==> config.mk <==
export PLATFORM = sky130hd
export DESIGN_NAME = sram_arbiter_flat
export DESIGN_NICKNAME = d
export VERILOG_FILES = /design/src/rtl/sram_arbiter_if.sv /design/src/rtl/sram_arbiter.sv /design/src/flat_wrapper.sv
export SDC_FILE = /design/constraint.sdc
export NUM_CORES = 1
export LEC_CHECK = 0
export CAP_MARGIN = 20
export CELL_PAD_IN_SITES_DETAIL_PLACEMENT = 1
export CELL_PAD_IN_SITES_GLOBAL_PLACEMENT = 1
export CORE_ASPECT_RATIO = 1.5
export CORE_MARGIN = 4
export CORE_UTILIZATION = 32
export CTS_BUF_LIST = sky130_fd_sc_hd__clkbuf_4 sky130_fd_sc_hd__clkbuf_8
export DETAILED_ROUTE_END_ITERATION = 8
export PLACE_DENSITY = 0.83
export SYNTH_ARGS = -nofsm -noshare
export SYNTH_HDL_FRONTEND = slang
export SYNTH_SLANG_ARGS = --single-unit
==> constraint.sdc <==
create_clock -name clk -period 1.3 [get_ports clk]
set_input_delay 0.13 -clock clk [delete_from_list [all_inputs] [get_ports clk]]
set_output_delay 0.13 -clock clk [all_outputs]
set_load 0.03 [all_outputs]
==> src/rtl/sram_arbiter_if.sv <==
// Requester-side and SRAM-side signals of sram_arbiter.
// slave = the arbiter; master = the requesters plus the SRAM.
interface sram_arbiter_if #(
  parameter int AW = 5,
  parameter int DW = 4
);
  logic          req0, req1;
  logic          we0, we1;
  logic [AW-1:0] addr0, addr1;
  logic [DW-1:0] wdata0, wdata1;
  logic          gnt0, gnt1;
  logic          rvalid0, rvalid1;
  logic [DW-1:0] rdata0, rdata1;
  logic          busy;
  logic          mem_we;
  logic [AW-1:0] mem_addr;
  logic [DW-1:0] mem_din;
  logic [DW-1:0] mem_dout;

  modport slave (
    input  req0, req1, we0, we1, addr0, addr1, wdata0, wdata1, mem_dout,
    output gnt0, gnt1, rvalid0, rvalid1, rdata0, rdata1, busy,
           mem_we, mem_addr, mem_din
  );

  modport master (
    output req0, req1, we0, we1, addr0, addr1, wdata0, wdata1, mem_dout,
    input  gnt0, gnt1, rvalid0, rvalid1, rdata0, rdata1, busy,
           mem_we, mem_addr, mem_din
  );
endinterface

==> src/rtl/sram_arbiter.sv <==
// Round-robin two-requester front end for a single-port synchronous SRAM.
// Clears the array after reset, then arbitrates and returns tagged read data.
module sram_arbiter #(
  parameter int            AW       = 5,
  parameter int            DW       = 4,
  parameter bit            INIT_EN  = 1'b1,
  parameter logic [DW-1:0] INIT_VAL = '0
) (
  input  logic            clk,
  input  logic            rst_n,
  sram_arbiter_if.slave   bus,
  output logic            dbg_state_o
);
  typedef enum logic {ST_INIT = 1'b0, ST_RUN = 1'b1} state_e;
  localparam state_e RST_STATE = INIT_EN ? ST_INIT : ST_RUN;

  state_e        state_q, state_d;
  logic [AW-1:0] init_cnt_q, init_cnt_d;
  logic          last_q, last_d;
  logic          mem_we_q, mem_we_d;
  logic [AW-1:0] mem_addr_q, mem_addr_d;
  logic [DW-1:0] mem_din_q, mem_din_d;
  logic          rd1_v_q, rd1_v_d, rd1_id_q, rd1_id_d;
  logic          rd2_v_q, rd2_id_q;
  logic          rvalid0_q, rvalid1_q;
  logic [DW-1:0] rdata0_q, rdata1_q;
  logic          gnt0, gnt1, acc0, acc1;

  // Handshake: reqN/weN/addrN/wdataN are held until gntN is seen high at a
  // rising edge; that edge accepts the op. rvalidN is a one-cycle pulse.
  always_comb begin
    gnt0 = 1'b0;
    gnt1 = 1'b0;
    if (state_q == ST_RUN) begin
      if (bus.req0 && (!bus.req1 || last_q)) gnt0 = 1'b1;
      else if (bus.req1)                     gnt1 = 1'b1;
    end
  end

  assign acc0 = bus.req0 & gnt0;
  assign acc1 = bus.req1 & gnt1;

  always_comb begin
    state_d    = state_q;
    init_cnt_d = init_cnt_q;
    last_d     = last_q;
    mem_we_d   = 1'b0;
    mem_addr_d = mem_addr_q;
    mem_din_d  = mem_din_q;
    rd1_v_d    = 1'b0;
    rd1_id_d   = rd1_id_q;
    case (state_q)
      ST_INIT: begin
        mem_we_d   = 1'b1;
        mem_addr_d = init_cnt_q;
        mem_din_d  = INIT_VAL;
        init_cnt_d = init_cnt_q + 1'b1;
        if (&init_cnt_q) state_d = ST_RUN;
      end
      default: begin
        if (acc0) begin
          mem_we_d   = bus.we0;
          mem_addr_d = bus.addr0;
          mem_din_d  = bus.wdata0;
          rd1_v_d    = ~bus.we0;
          rd1_id_d   = 1'b0;
          last_d     = 1'b0;
        end else if (acc1) begin
          mem_we_d   = bus.we1;
          mem_addr_d = bus.addr1;
          mem_din_d  = bus.wdata1;
          rd1_v_d    = ~bus.we1;
          rd1_id_d   = 1'b1;
          last_d     = 1'b1;
        end
      end
    endcase
  end

  // Stage 1 marks the cycle the address is on the SRAM port, stage 2 the
  // cycle mem_dout is valid; the data is captured at the end of stage 2.
  always_ff @(posedge clk or negedge rst_n) begin
    if (!rst_n) begin
      state_q    <= RST_STATE;
      init_cnt_q <= '0;
      last_q     <= 1'b1;
      mem_we_q   <= 1'b0;
      mem_addr_q <= '0;
      mem_din_q  <= '0;
      rd1_v_q    <= 1'b0;
      rd1_id_q   <= 1'b0;
      rd2_v_q    <= 1'b0;
      rd2_id_q   <= 1'b0;
      rvalid0_q  <= 1'b0;
      rvalid1_q  <= 1'b0;
      rdata0_q   <= '0;
      rdata1_q   <= '0;
    end else begin
      state_q    <= state_d;
      init_cnt_q <= init_cnt_d;
      last_q     <= last_d;
      mem_we_q   <= mem_we_d;
      mem_addr_q <= mem_addr_d;
      mem_din_q  <= mem_din_d;
      rd1_v_q    <= rd1_v_d;
      rd1_id_q   <= rd1_id_d;
      rd2_v_q    <= rd1_v_q;
      rd2_id_q   <= rd1_id_q;
      rvalid0_q  <= rd2_v_q & ~rd2_id_q;
      rvalid1_q  <= rd2_v_q & rd2_id_q;
      if (rd2_v_q && !rd2_id_q) rdata0_q <= bus.mem_dout;
      if (rd2_v_q && rd2_id_q)  rdata1_q <= bus.mem_dout;
    end
  end

  assign bus.gnt0     = gnt0;
  assign bus.gnt1     = gnt1;
  assign bus.rvalid0  = rvalid0_q;
  assign bus.rvalid1  = rvalid1_q;
  assign bus.rdata0   = rdata0_q;
  assign bus.rdata1   = rdata1_q;
  assign bus.busy     = (state_q == ST_INIT);
  assign bus.mem_we   = mem_we_q;
  assign bus.mem_addr = mem_addr_q;
  assign bus.mem_din  = mem_din_q;
  assign dbg_state_o  = state_q;
endmodule
==> src/flat_wrapper.sv <==
// flat-port wrapper written by rule: the top's interface ports become plain ports
module sram_arbiter_flat 
#(
  parameter int            AW       = 5,
  parameter int            DW       = 4,
  parameter bit            INIT_EN  = 1'b1,
  parameter logic [DW-1:0] INIT_VAL = '0
)
  (clk, rst_n, dbg_state_o, bus_req0, bus_req1, bus_we0, bus_we1, bus_addr0, bus_addr1, bus_wdata0, bus_wdata1, bus_mem_dout, bus_gnt0, bus_gnt1, bus_rvalid0, bus_rvalid1, bus_rdata0, bus_rdata1, bus_busy, bus_mem_we, bus_mem_addr, bus_mem_din);
  sram_arbiter_if #(.AW(AW), .DW(DW)) bus_i ();
  input  logic clk;
  input  logic rst_n;
  output logic dbg_state_o;
  input wire logic [$bits(bus_i.req0)-1:0] bus_req0;
  input wire logic [$bits(bus_i.req1)-1:0] bus_req1;
  input wire logic [$bits(bus_i.we0)-1:0] bus_we0;
  input wire logic [$bits(bus_i.we1)-1:0] bus_we1;
  input wire logic [$bits(bus_i.addr0)-1:0] bus_addr0;
  input wire logic [$bits(bus_i.addr1)-1:0] bus_addr1;
  input wire logic [$bits(bus_i.wdata0)-1:0] bus_wdata0;
  input wire logic [$bits(bus_i.wdata1)-1:0] bus_wdata1;
  input wire logic [$bits(bus_i.mem_dout)-1:0] bus_mem_dout;
  output wire logic [$bits(bus_i.gnt0)-1:0] bus_gnt0;
  output wire logic [$bits(bus_i.gnt1)-1:0] bus_gnt1;
  output wire logic [$bits(bus_i.rvalid0)-1:0] bus_rvalid0;
  output wire logic [$bits(bus_i.rvalid1)-1:0] bus_rvalid1;
  output wire logic [$bits(bus_i.rdata0)-1:0] bus_rdata0;
  output wire logic [$bits(bus_i.rdata1)-1:0] bus_rdata1;
  output wire logic [$bits(bus_i.busy)-1:0] bus_busy;
  output wire logic [$bits(bus_i.mem_we)-1:0] bus_mem_we;
  output wire logic [$bits(bus_i.mem_addr)-1:0] bus_mem_addr;
  output wire logic [$bits(bus_i.mem_din)-1:0] bus_mem_din;
  assign bus_i.req0 = bus_req0;
  assign bus_i.req1 = bus_req1;
  assign bus_i.we0 = bus_we0;
  assign bus_i.we1 = bus_we1;
  assign bus_i.addr0 = bus_addr0;
  assign bus_i.addr1 = bus_addr1;
  assign bus_i.wdata0 = bus_wdata0;
  assign bus_i.wdata1 = bus_wdata1;
  assign bus_i.mem_dout = bus_mem_dout;
  assign bus_gnt0 = bus_i.gnt0;
  assign bus_gnt1 = bus_i.gnt1;
  assign bus_rvalid0 = bus_i.rvalid0;
  assign bus_rvalid1 = bus_i.rvalid1;
  assign bus_rdata0 = bus_i.rdata0;
  assign bus_rdata1 = bus_i.rdata1;
  assign bus_busy = bus_i.busy;
  assign bus_mem_we = bus_i.mem_we;
  assign bus_mem_addr = bus_i.mem_addr;
  assign bus_mem_din = bus_i.mem_din;
  sram_arbiter #(.AW(AW), .DW(DW), .INIT_EN(INIT_EN), .INIT_VAL(INIT_VAL)) u_core (.clk(clk), .rst_n(rst_n), .bus(bus_i), .dbg_state_o(dbg_state_o));
endmodule
# Yosys cells after proc, flatten, opt, wreduce, memory -nomap -nowiden
# Cells that the tools add are included.
totals:
  output_inout_bits: 24
  word_cells: 54
  inputBits: 28
  ff_bits: 31
classes:
  n_addsub: 1
  n_mux: 21
  reduce_logical: 9
  eq_ne: 1
  n_bitwise: 8
op_table:
  columns: ["operator", "count"]
  rows:
  - ["1-bit 2-to-1 mux", 15]
  - ["5-bit 2-to-1 mux", 3]
  - ["4-bit 2-to-1 mux", 3]
  - ["5-bit by 1-bit adder with 5-bit output (second input constant)", 1]
  - ["5-bit AND reduction", 1]
  - ["1-bit AND", 4]
  - ["1-bit NOT", 4]
  - ["1-bit logical AND", 3]
  - ["3-bit inequality test (second input constant)", 1]
  - ["1-bit zero test", 2]
  - ["2-bit AND reduction", 1]
  - ["2-bit nonzero test", 1]
  - ["1-bit logical OR", 1]

# Logic depth before layout (Yosys ltp)
logic_depth:
  ltp_word: 9
  depth_mapped: 5
  depth_no_buf: 4

# Least setup slack after synthesis
# Ideal clock, no wire load.
synth_path:
  kind: "register to register"
  start: "register u_core.state_q (netlist: u_core.dbg_state_o)"
  end: "register u_core.mem_addr_q[4] (netlist: u_core.bus.mem_addr[4])"
  stages_incl_launch_ff: 4
  period_less_slack_ns: 1.481
  setup_time_ns: 0.126
  n_path_buf: 0
  required_ns: 1.174
  path_slack_ns: -0.181
  t_arrival_ns: 1.355
  path_cell_list: "dfrtp_1 inv_2 or3_4 o32a_1"
synth_via:
  elab_chain_len: 4
  word_cells_on_any_way: 7
  classes_between: "eq/ne (1); mux (4); bitwise (2)"
synth_rtl:
  columns: ["item", "line", "text"]
  rows:
  - ["from (decl)", "sram_arbiter.sv:17", "state_e state_q, state_d;"]
  - ["from (signal assigned)", "sram_arbiter.sv:99", "state_q <= state_d;"]
  - ["1-bit 2-to-1 mux", "sram_arbiter.sv:34", "if (state_q == ST_RUN) begin"]
  - ["1-bit AND", "sram_arbiter.sv:40", "assign acc0 = bus.req0 & gnt0;"]
  - ["5-bit 2-to-1 mux", "sram_arbiter.sv:61", "if (acc0) begin"]
  - ["5-bit 2-to-1 mux", "sram_arbiter.sv:52", "case (state_q)"]
  - ["to (signal assigned)", "sram_arbiter.sv:103", "mem_addr_q <= mem_addr_d;"]
  - ["to (decl)", "sram_arbiter.sv:21", "logic [AW-1:0] mem_addr_q, mem_addr_d;"]
# Parallel ways exist; a longest one is shown, timed or not.
# A chain may end at the register's enable or synchronous reset.

# Worst setup path in the final report
layout_path:
  start: "register u_core.last_q"
  end: "register u_core.mem_addr_q[3] (netlist: u_core.bus.mem_addr[3])"
layout_via:
  elab_chain_len: 7
  word_cells_on_any_way: 11
  classes_between: "eq/ne (1); mux (6); bitwise (2); reduce/logical (2)"
layout_rtl:
  columns: ["item", "line", "text"]
  rows:
  - ["from (decl)", "sram_arbiter.sv:19", "logic last_q, last_d;"]
  - ["from (signal assigned)", "sram_arbiter.sv:101", "last_q <= last_d;"]
  - ["1-bit logical OR (*)", "sram_arbiter.sv:35", "if (bus.req0 && (!bus.req1 || last_q)) gnt0 = 1'b1;"]
  - ["1-bit logical AND (*)", "sram_arbiter.sv:35", null]
  - ["1-bit 2-to-1 mux", "sram_arbiter.sv:35", null]
  - ["1-bit 2-to-1 mux", "sram_arbiter.sv:34", null]
  - ["1-bit AND", "sram_arbiter.sv:40", null]
  - ["5-bit 2-to-1 mux", "sram_arbiter.sv:61", null]
  - ["5-bit 2-to-1 mux", "sram_arbiter.sv:52", null]
# Every way passes the cells marked *; elsewhere a longest branch is shown, timed or not.

==> summary.md <==
| Metric | Value |
|---|---|
| Vias in the first global route | 1,366 |
| WP data required | 1.50 ns |
| Synthesized area | 0.00147 mm^2 |
| Crit-path max FO | 5 |
| Slew Viols, Final | 0 |
| Top cell type's share of synthesized area | 0.509 |
| H-tree levels | 2 |
| WP data arrival | 1.69 ns |
| Maximum clock insertion buffer count | 2 |
| Routability cong. | 0.733 |
| Async SR Flop Fraction | 1.00 |
| Failing checks | negative setup slack |
| Hold Vio Cnt, Final | 0 |
| Ranking of synthesized cells by area | dfrtp_1 (51%), mux2_2 (7.6%), nand2_1 (3.6%) |
| Std cell rows | 30 |
| Ratio of cells with drive above 1 in the final layout | 0.377 |
| Register Area | 778 um^2 |
| Dominant synthesized flop cell | dfrtp_1 |
| Number of buffers created by CTS | 5 |
| Post-route DRC | 0 |
| EDFF count, synth | 0 |
| Average size of a mapped cell | 11.9 um^2 |
| Final cell count without fillers | 252 |
| Clock root cell | clkbuf_8 |
| Routed vias/inst | 5.16 |
| Setup TNS | -0.731 ns |
| CP Launch Type | flop |
| First-pass GRT wire length | 6980 um |
| Die area | 0.00578 mm^2 |
| Post-Syn Instances | 124 |
| CTS tree | yes |
| Hold crit path type | input port to async pin |
| Worst reg-to-reg path cell count | 6 |
| GR Overflow Total | 0 |
| Clock Skew | 0.00426 ns |
| Synth-to-layout area growth | 59.9% |
| Worst vdd rail ir drop | 0.547 mV |
| R2R Path End | u_core.bus.mem_addr[3] |
| Relative slew slack | 0.788 |
| Sequential fraction of the synthesis area | 0.527 |
| CP Class | flop to flop |
| Clk_lat worst skew | 0.28 ns |
| Area of the multi-input gates | 686 um^2 |
| LEAKAGE | 1.11 nW |
| Routed vias | 1,300 |
| Total GRT Usage | 0.161 |
| Largest net degree at the start of global routing | 20 |
| Clk sink count | 31 |
| Status | complete, but fails checks |
| Cell variety after synth | 36 |
| IO Count | 52 |
| Worst slew pin tran | 0.318 ns |
| Initial DRC count | 37 |
| Post-layout util | 0.523 |
| Final Setup Violations | 8 |
| CP endpoint kind | flop |
| Top cell type by total area after synthesis | dfrtp_1 |
| Fin crit share | 1.15 |
| Max-Cap Viols | 0 |
| Post-Route WL | 4730 um |
| Commonest cells after routing, fill and taps aside | dfrtp_1 (29), buf_4 (28), clkdlybuf4s50_1 (25) |
| YS warnings | 0 |
| RSZ-0062 raised after global routing | true |
| Number of synthesized register bits | 31 |
| Routed Antenna Nets | 0 |
| Setup ws final | -0.191 ns |
| Max Fclk | 671 MHz |
| R2R Setup Slk | -0.19 ns |
| Post-DP HPWL | 3430 um |
| Filler cells | 496 |
| Worst R2R Start | u_core.last_q |
| Post-Place Cells | 237 |
| Pwr Density | 1190 mW/mm^2 |
| Total iterations of the first detailed-routing run | 4 |
| Mapped Nets | 154 |
| CORE AREA | 0.00450 mm^2 |
| Initial Util | 0.327 |
| Final nets | 234 |
| # port buffers | 51 |
| Die span in x | 63.4 um |
| Pwr Total | 2.80 mW |
| Clock slew at reported path FFs | 0.06 ns |
| Die Span Y | 91.1 um |
| Dpl ws | -0.240 ns |
| Antenna diodes | 0 |
| Most common cell after layout, fill and taps aside | dfrtp_1 |
| Min Clock Period, post-route | 1.49 ns |
| Antenna violations before repair | 0 |
| DR WL/cell | 18.8 um |
logic make-up (layout without fill, tap and decap cells):
logic type | count (synthesis) | after routing | synth area share
and+or+nand+nor | 39 | 39 | 0.155
DFF | 31 | 31 | 0.527
AOI/OAI and AO/OA | 25 | 25 | 0.149
buffers and inverters | 14 | 94 | 0.0586
muxes | 10 | 10 | 0.0764
xor gates and xnor gates | 3 | 3 | 0.0178
adders and majority gates | 2 | 2 | 0.0170
cell usage after synthesis, drive strengths merged (3+ instances only):
master,n
inv,6
o211ai,4
a2bb2oi,3
nand2,14
nand2b,3
buf,8
dfrtp,30
xnor2,3
a221o,3
mux2,10
a21oi,4
nand3,5
nor2b,5
registers in the layout, summed over array words and instances, names as in the netlist:
signal,flops
u_core.bus.mem_we,1
u_core.bus.rvalid0,1
u_core.last_q,1
u_core.rd2_v_q,1
u_core.bus.mem_addr,5
u_core.init_cnt_q,5
u_core.rd2_id_q,1
u_core.dbg_state_o,1
u_core.bus.mem_din,4
u_core.bus.rvalid1,1
u_core.bus.rdata0,4
u_core.bus.rdata1,4
u_core.rd1_v_q,1
u_core.rd1_id_q,1
power by group:
group / total [mW] / internal [mW] / switching [mW]
Sequential: 1.16 / 1.10 / 0.0649
Clock: 0.765 / 0.414 / 0.350
Combinational: 0.869 / 0.388 / 0.482
Total: 2.80 / 1.90 / 0.897
final cells by class:
cell class,instances,area share
Multi-Input combinational cell,79,0.291
Clock inverter,1,0.00212
Inverter,6,0.0106
Tap cell,48,0.0255
Timing Repair Buffer,81,0.306
Sequential cell,31,0.330
Clock buffer,6,0.0350
repair_timing:
item,in CTS,in global routing
hold buffers,0,0
pin swaps,2,7
gates resized for setup,28,11
setup buffers,2,6
gates cloned,0,0
setup endpoints to repair,24,12
layer usage:
layer,GRT usage,share of wire
met3,0.0347,0.039
met2,0.302,0.59
met5,0,0
met1,0.164,0.35
met4,0.0811,0.019
critical path, stage by stage, from the launching register on:
cell and delay (ns):
dfstp_2 0.53, nand2b_4 0.15, buf_4 0.12, buf_6 0.11
buf_4 0.12, a41oi_2 0.15, a2bb2oi_1 0.22
worst max-delay path by stage:
stage | endpoint | depth (start not counted) | startpoint
final | u_core.bus.mem_addr[3] | 6 | u_core.last_q
after floorplan | u_core.init_cnt_q[4] | 4 | u_core.init_cnt_q[1]
after detailed placement | u_core.bus.mem_din[0] | 5 | bus_req0
after global routing | u_core.bus.mem_addr[3] | 6 | u_core.last_q
after CTS | bus_gnt1 | 4 | u_core.last_q
after global placement | bus_gnt1 | 5 | bus_req0
per-stage QoR:
stage	hold WS, ns	area, um^2
after floorplan	-0.166	1490
after detailed placement	0.337	2150
after global placement	0.333	2150
after CTS	0.192	2250
final	0.182	2360
after global routing	0.203	2360
(Power assumes the default switching activity.)
